--- src/rtl/ni_pkg.sv ---
// Shared types and header-layout helpers for the NI transmit packetizer.
// The header is packed LSB first: dst_x, dst_y, src_x, src_y, len, seq; upper bits are zero.
package ni_pkg;

    localparam int NI_COORD_W = 2;
    localparam int NI_LEN_W   = 4;
    localparam int NI_SEQ_W   = 8;

    typedef enum logic [0:0] {
        IDLE = 1'b0,
        BODY = 1'b1
    } ni_state_e;

    // Field order matches the header flit: the first member is the most significant.
    typedef struct packed {
        logic [NI_SEQ_W-1:0]   seq;
        logic [NI_LEN_W-1:0]   len;
        logic [NI_COORD_W-1:0] src_y;
        logic [NI_COORD_W-1:0] src_x;
        logic [NI_COORD_W-1:0] dst_y;
        logic [NI_COORD_W-1:0] dst_x;
    } ni_hdr_t;

    function automatic int hdr_width(input int coord_w, input int len_w, input int seq_w);
        return 4 * coord_w + len_w + seq_w;
    endfunction

    function automatic bit hdr_fits(input int port_w, input int coord_w,
                                    input int len_w, input int seq_w);
        return hdr_width(coord_w, len_w, seq_w) <= port_w;
    endfunction

endpackage

--- src/rtl/ni_out_stage.sv ---
// Single-register AXI-stream output stage: loads a flit, holds it while stalled,
// and drops valid when it drains with nothing new behind it.
module ni_out_stage #(
    parameter int WIDTH = 32
) (
    input  logic             clk,
    input  logic             arst,
    input  logic             load,
    input  logic [WIDTH-1:0] load_data,
    input  logic             load_last,
    input  logic             tready,
    output logic             tvalid,
    output logic [WIDTH-1:0] tdata,
    output logic             tlast,
    output logic             out_free
);

    logic             tvalid_q, tvalid_d;
    logic [WIDTH-1:0] tdata_q, tdata_d;
    logic             tlast_q, tlast_d;

    // Next-state for the output register: load wins, otherwise drain or hold.
    always_comb begin
        tvalid_d = tvalid_q;
        tdata_d  = tdata_q;
        tlast_d  = tlast_q;
        if (load) begin
            tvalid_d = 1'b1;
            tdata_d  = load_data;
            tlast_d  = load_last;
        end else if (tvalid_q & tready) begin
            tvalid_d = 1'b0;
        end else begin
            tvalid_d = tvalid_q;
        end
    end

    // Output register with asynchronous reset.
    always_ff @(posedge clk or posedge arst) begin
        if (arst) begin
            tvalid_q <= 1'b0;
            tdata_q  <= '0;
            tlast_q  <= 1'b0;
        end else begin
            tvalid_q <= tvalid_d;
            tdata_q  <= tdata_d;
            tlast_q  <= tlast_d;
        end
    end

    assign out_free = ~tvalid_q | tready;
    assign tvalid   = tvalid_q;
    assign tdata    = tdata_q;
    assign tlast    = tlast_q;

endmodule

--- src/rtl/ni_packetizer.sv ---
// NI transmit side: turns a descriptor plus N payload words into a header flit
// followed by N payload flits on an AXI-stream toward the router ingress.
module ni_packetizer
    import ni_pkg::*;
#(
    parameter int                 PORT_WIDTH = 32,
    parameter int                 COORD_W    = 2,
    parameter int                 LEN_W      = 4,
    parameter int                 SEQ_W      = 8,
    parameter logic [COORD_W-1:0] SRC_X      = '0,
    parameter logic [COORD_W-1:0] SRC_Y      = '0
) (
    input  logic                  clk,
    input  logic                  arst,
    input  logic                  desc_valid,
    output logic                  desc_ready,
    input  logic [COORD_W-1:0]    desc_dst_x,
    input  logic [COORD_W-1:0]    desc_dst_y,
    input  logic [LEN_W-1:0]      desc_len,
    input  logic                  pld_valid,
    output logic                  pld_ready,
    input  logic [PORT_WIDTH-1:0] pld_data,
    output logic                  m_tvalid,
    input  logic                  m_tready,
    output logic [PORT_WIDTH-1:0] m_tdata,
    output logic                  m_tlast,
    output logic                  busy
);

    localparam int HDR_W = hdr_width(COORD_W, LEN_W, SEQ_W);

    generate
        if (!hdr_fits(PORT_WIDTH, COORD_W, LEN_W, SEQ_W)) begin : g_hdr_chk
            $error("ni_packetizer: header fields do not fit in PORT_WIDTH");
        end
    endgenerate

    ni_state_e             state_q, state_d;
    logic [LEN_W-1:0]      rem_q, rem_d;
    logic [SEQ_W-1:0]      seq_q, seq_d;
    logic                  out_free_s;
    logic                  desc_acc_s;
    logic                  pld_acc_s;
    logic                  load_s;
    logic                  load_last_s;
    logic [PORT_WIDTH-1:0] hdr_s;
    logic [PORT_WIDTH-1:0] load_data_s;

    // Handshakes stay low while reset is asserted, even though the FSM already sits in IDLE.
    assign desc_ready = (state_q == IDLE) & out_free_s & ~arst;
    assign pld_ready  = (state_q == BODY) & out_free_s & ~arst;
    assign desc_acc_s = desc_valid & desc_ready;
    assign pld_acc_s  = pld_valid & pld_ready;

    // Header assembly; the seq field carries the number of this message, before the increment.
    always_comb begin
        hdr_s            = '0;
        hdr_s[HDR_W-1:0] = {seq_q, desc_len, SRC_Y, SRC_X, desc_dst_y, desc_dst_x};
    end

    // Selects what the output register loads this cycle.
    always_comb begin
        load_s      = desc_acc_s | pld_acc_s;
        load_data_s = desc_acc_s ? hdr_s : pld_data;
        load_last_s = desc_acc_s ? (desc_len == LEN_W'(0)) : (rem_q == LEN_W'(1));
    end

    // FSM, remaining-word and sequence counters: next-state logic.
    always_comb begin
        state_d = state_q;
        rem_d   = rem_q;
        seq_d   = seq_q;
        case (state_q)
            IDLE: begin
                if (desc_acc_s) begin
                    rem_d   = desc_len;
                    seq_d   = seq_q + SEQ_W'(1);
                    state_d = (desc_len == LEN_W'(0)) ? IDLE : BODY;
                end else begin
                    state_d = IDLE;
                end
            end
            BODY: begin
                if (pld_acc_s) begin
                    rem_d   = rem_q - LEN_W'(1);
                    state_d = (rem_q == LEN_W'(1)) ? IDLE : BODY;
                end else begin
                    state_d = BODY;
                end
            end
            default: begin
                state_d = IDLE;
                rem_d   = '0;
            end
        endcase
    end

    // FSM and counter registers.
    always_ff @(posedge clk or posedge arst) begin
        if (arst) begin
            state_q <= IDLE;
            rem_q   <= '0;
            seq_q   <= '0;
        end else begin
            state_q <= state_d;
            rem_q   <= rem_d;
            seq_q   <= seq_d;
        end
    end

    ni_out_stage #(
        .WIDTH(PORT_WIDTH)
    ) u_out (
        .clk      (clk),
        .arst     (arst),
        .load     (load_s),
        .load_data(load_data_s),
        .load_last(load_last_s),
        .tready   (m_tready),
        .tvalid   (m_tvalid),
        .tdata    (m_tdata),
        .tlast    (m_tlast),
        .out_free (out_free_s)
    );

    assign busy = (state_q == BODY) | m_tvalid;

endmodule
--- config.mk ---
export PLATFORM = sky130hd
export DESIGN_NAME = ni_packetizer
export DESIGN_NICKNAME = d
export VERILOG_FILES = /design/src/rtl/ni_pkg.sv /design/src/rtl/ni_out_stage.sv /design/src/rtl/ni_packetizer.sv
export SDC_FILE = /design/constraint.sdc
export NUM_CORES = 1
export LEC_CHECK = 0
export ABC_CLOCK_PERIOD_IN_PS = 7700
export CAP_MARGIN = 25
export CORE_ASPECT_RATIO = 1.75
export CORE_MARGIN = 8
export CORE_UTILIZATION = 46
export CTS_CLUSTER_SIZE = 40
export DETAILED_ROUTE_END_ITERATION = 8
export PLACE_DENSITY = 0.88
export SKIP_CTS_REPAIR_TIMING = 1
export SYNTH_ARGS = -nofsm -noshare
export SYNTH_HDL_FRONTEND = slang
export SYNTH_SLANG_ARGS = --single-unit
--- constraint.sdc ---
create_clock -name clk -period 7.7 [get_ports clk]
set_input_delay 2.31 -clock clk [delete_from_list [all_inputs] [get_ports clk]]
set_output_delay 2.31 -clock clk [all_outputs]
set_load 0.03 [all_outputs]
==> reports/metrics.yaml <==
status:
  status: "finished, final reports clean"
hold_path:
  min_to: "u_out.tdata[16]"
  whs_path_depth: 2
  hold_class: "flip-flop to flip-flop"
  min-delay-start: "u_out.tdata[16]"
clocking:
  h-tree-depth: 2
  cts.clk_slew.worst_paths_ps: 90
  clock_latency_ps: 300
  clock-root-buffer: "clkbuf_8"
  cts_tree: "done"
  clock-sinks: 47
  numCtsBuffers: 5
  cts_max_path_buffers: 2
sta:
  fmax_mhz: 162
  drv_slew: 0
  final_hold_viol_count: 0
  fin_crit_ps: 6180
  tns_ps: 0
  rsz0062_at_grt: "false"
  slew_headroom: 0.614
  skew_ps: 7.29
  tightest_slew_ps: 577
  finalWorstSetupSlack_ps: 1520
  period_share: 0.803
  setup_viol: 0
placement:
  place.port_buffers: 81
  preCtsSetupSlack_ps: 1540
  detailed_place_hpwl_mm: 4.00
  gp_congestion: 0.820
die:
  die_y_um: 105
  die_area_um2: 6980
  fp.coreArea_um2: 4360
  num_rows: 32
  die_width_um: 66.7
  start_util: 0.473
  ios: 82
cells_and_area:
  area_growth_pct: 44.2
  drive_above_1_share: 0.0802
  layout_common_cells: "81 x clkdlybuf4s50_1, 47 x dfrtp_1, 35 x nand2_1"
  final_common_cell: "clkdlybuf4s50_1"
  nets: 309
  diodes: 0
route:
  wl_per_cell_um: 17.0
  remaining_drc_errors: 0
  routed_wl_mm: 5.33
  ant_nets: 0
  drt_iter0_drc: 65
  dr.pass1.iters: 4
  routed-via-count: 1685
  viasPerCell: 5.38
synth:
  synth.cell_area_um2: 2070
  avgSynthCellArea_um2: 11.5
  ys_seq_elements: 47
  synth-seq-area-share: 0.569
  synth_warnings: 0
  synthCells: 180
  synth_nets: 228
  ys_types: 36
setup_path:
  rrSetupSlack_ps: 5500
  worstPathCellList: "clkdlybuf4s50_1 > nor3_1 > clkdlybuf4s50_1"
  reg2regPathDepth: 5
  crit_top_cell: "clkdlybuf4s50_1"
  critPathMaxStageDelay_ps: 720
  cp-start-kind: "input pin"
  timing.rr.end: "rem_q[3]"
  critical_path_arrival_ps: 3870
  path_class: "input pin to output port"
  worstSetupEndpointType: "output port"
  slowest_stage: "clkdlybuf4s50_1"
  worstReg2RegStart: "state_q"
  critPathRequiredTime_ps: 5390
  crit_path_max_fanout: 5
grt:
  grt_max_degree: 48
  antenna_found_initial: 0
  overflow: 0
  grt_pass1_vias: 1840
  grt_pass1_wl_mm: 8.85
  grtUsageTotal: 0.159
power:
  ir_worst_vdd_mv: 0.228
  leakagePower_nw: 1.34
  powerDensity_nw_per_um2: 362
flow_run:
  maxCapViolCount: 0
logic make-up after synthesis:
| logic type | count (synthesis) | share of synthesized area |
|---|---|---|
| simple gates | 57 | 0.137 |
| flops | 47 | 0.569 |
| compound gates | 43 | 0.174 |
| buf+inv | 20 | 0.0563 |
| xor+xnor | 7 | 0.0297 |
| mux | 3 | 0.0151 |
| fa+ha+maj | 3 | 0.0182 |
cells in the mapped netlist (all sizes together):
cell type  number  share of area
nand4b          2         0.0085
a221o           1         0.0048
nor3            5          0.018
mux2i           2         0.0097
a221oi          1         0.0042
a21o            1         0.0036
or2             1         0.0030
nor2            1         0.0018
or4             1         0.0036
a2bb2oi         1         0.0042
o21ai           2         0.0048
nand2b          2         0.0061
nand3           1         0.0024
a32oi           1         0.0042
a21oi           2         0.0048
a22o           16          0.068
xnor2           7          0.030
dfrtp          47           0.57
mux2            1         0.0055
o41a            1         0.0055
a211o           1         0.0042
ha              3          0.018
nand2          36          0.069
o31ai           1         0.0036
buf            11          0.040
inv             9          0.016
nor2b           1         0.0042
a22oi          15          0.062
and3            3         0.0091
nand4           4          0.012
registers in the layout, summed over array words and instances, names as in the netlist:
name	flops
rem_q	4
u_out.tlast	1
state_q	1
seq_q	8
u_out.tvalid	1
u_out.tdata	32
how the worst max path moves through the flow:
| stage | from | slack, ps | cells after the start | to |
|---|---|---|---|---|
| 2_1_floorplan | arst | 1600 | 2 | pld_ready |
| 3_3_place_gp | arst | 1570 | 3 | desc_ready |
| 3_5_place_dp | arst | 1540 | 3 | desc_ready |
| 4_1_cts | arst | 1530 | 3 | desc_ready |
| 5_1_grt | arst | 1480 | 3 | desc_ready |
| 6_report | arst | 1520 | 3 | desc_ready |
layout make-up:
class,instances,area (um^2)
Fill cell,345,1390
Sequential cell,47,1180
Timing Repair Buffer,85,841
Multi-Input combinational cell,113,778
Clock buffer,6,72.6
Tap cell,51,63.8
Inverter,9,33.8
Clock inverter,2,12.5
critical path, delay by kind of cell:
family / cells / cell delay (ps)
AND/OR/NAND/NOR: 1 / 300
buffers and inverters: 2 / 1260
metrics by stage:
step	total power [mW]	hold slack (ps)	cells	cell area [um^2]	util
final	1.08	470	313	2980	0.682
after floorplan	0.719	446	180	2070	-
after global routing	1.14	487	313	2980	0.682
after global placement	0.930	449	305	2890	0.663
after CTS	1.09	474	313	2980	0.682
after detailed placement	0.944	455	305	2890	0.663
per-layer routing:
layer / part of all wire / vias to the layer above / track usage
met3: 0.064 / 12 / 0.0471
met2: 0.54 / 55 / 0.280
li1: - / 803 / -
met1: 0.37 / 815 / 0.165
met4: 0.024 / 0 / 0.0645
met5: 0 / - / 0
power by group:
part / leakage, nW / switching [mW] / total (mW) / internal, mW
sequential: 0.580 / 0.0690 / 0.410 / 0.341
combinational: 0.721 / 0.291 / 0.524 / 0.233
clock: 0.0412 / 0.0792 / 0.143 / 0.0635
total: 1.34 / 0.439 / 1.08 / 0.638
Note: power is estimated with default switching activity, not from simulation.
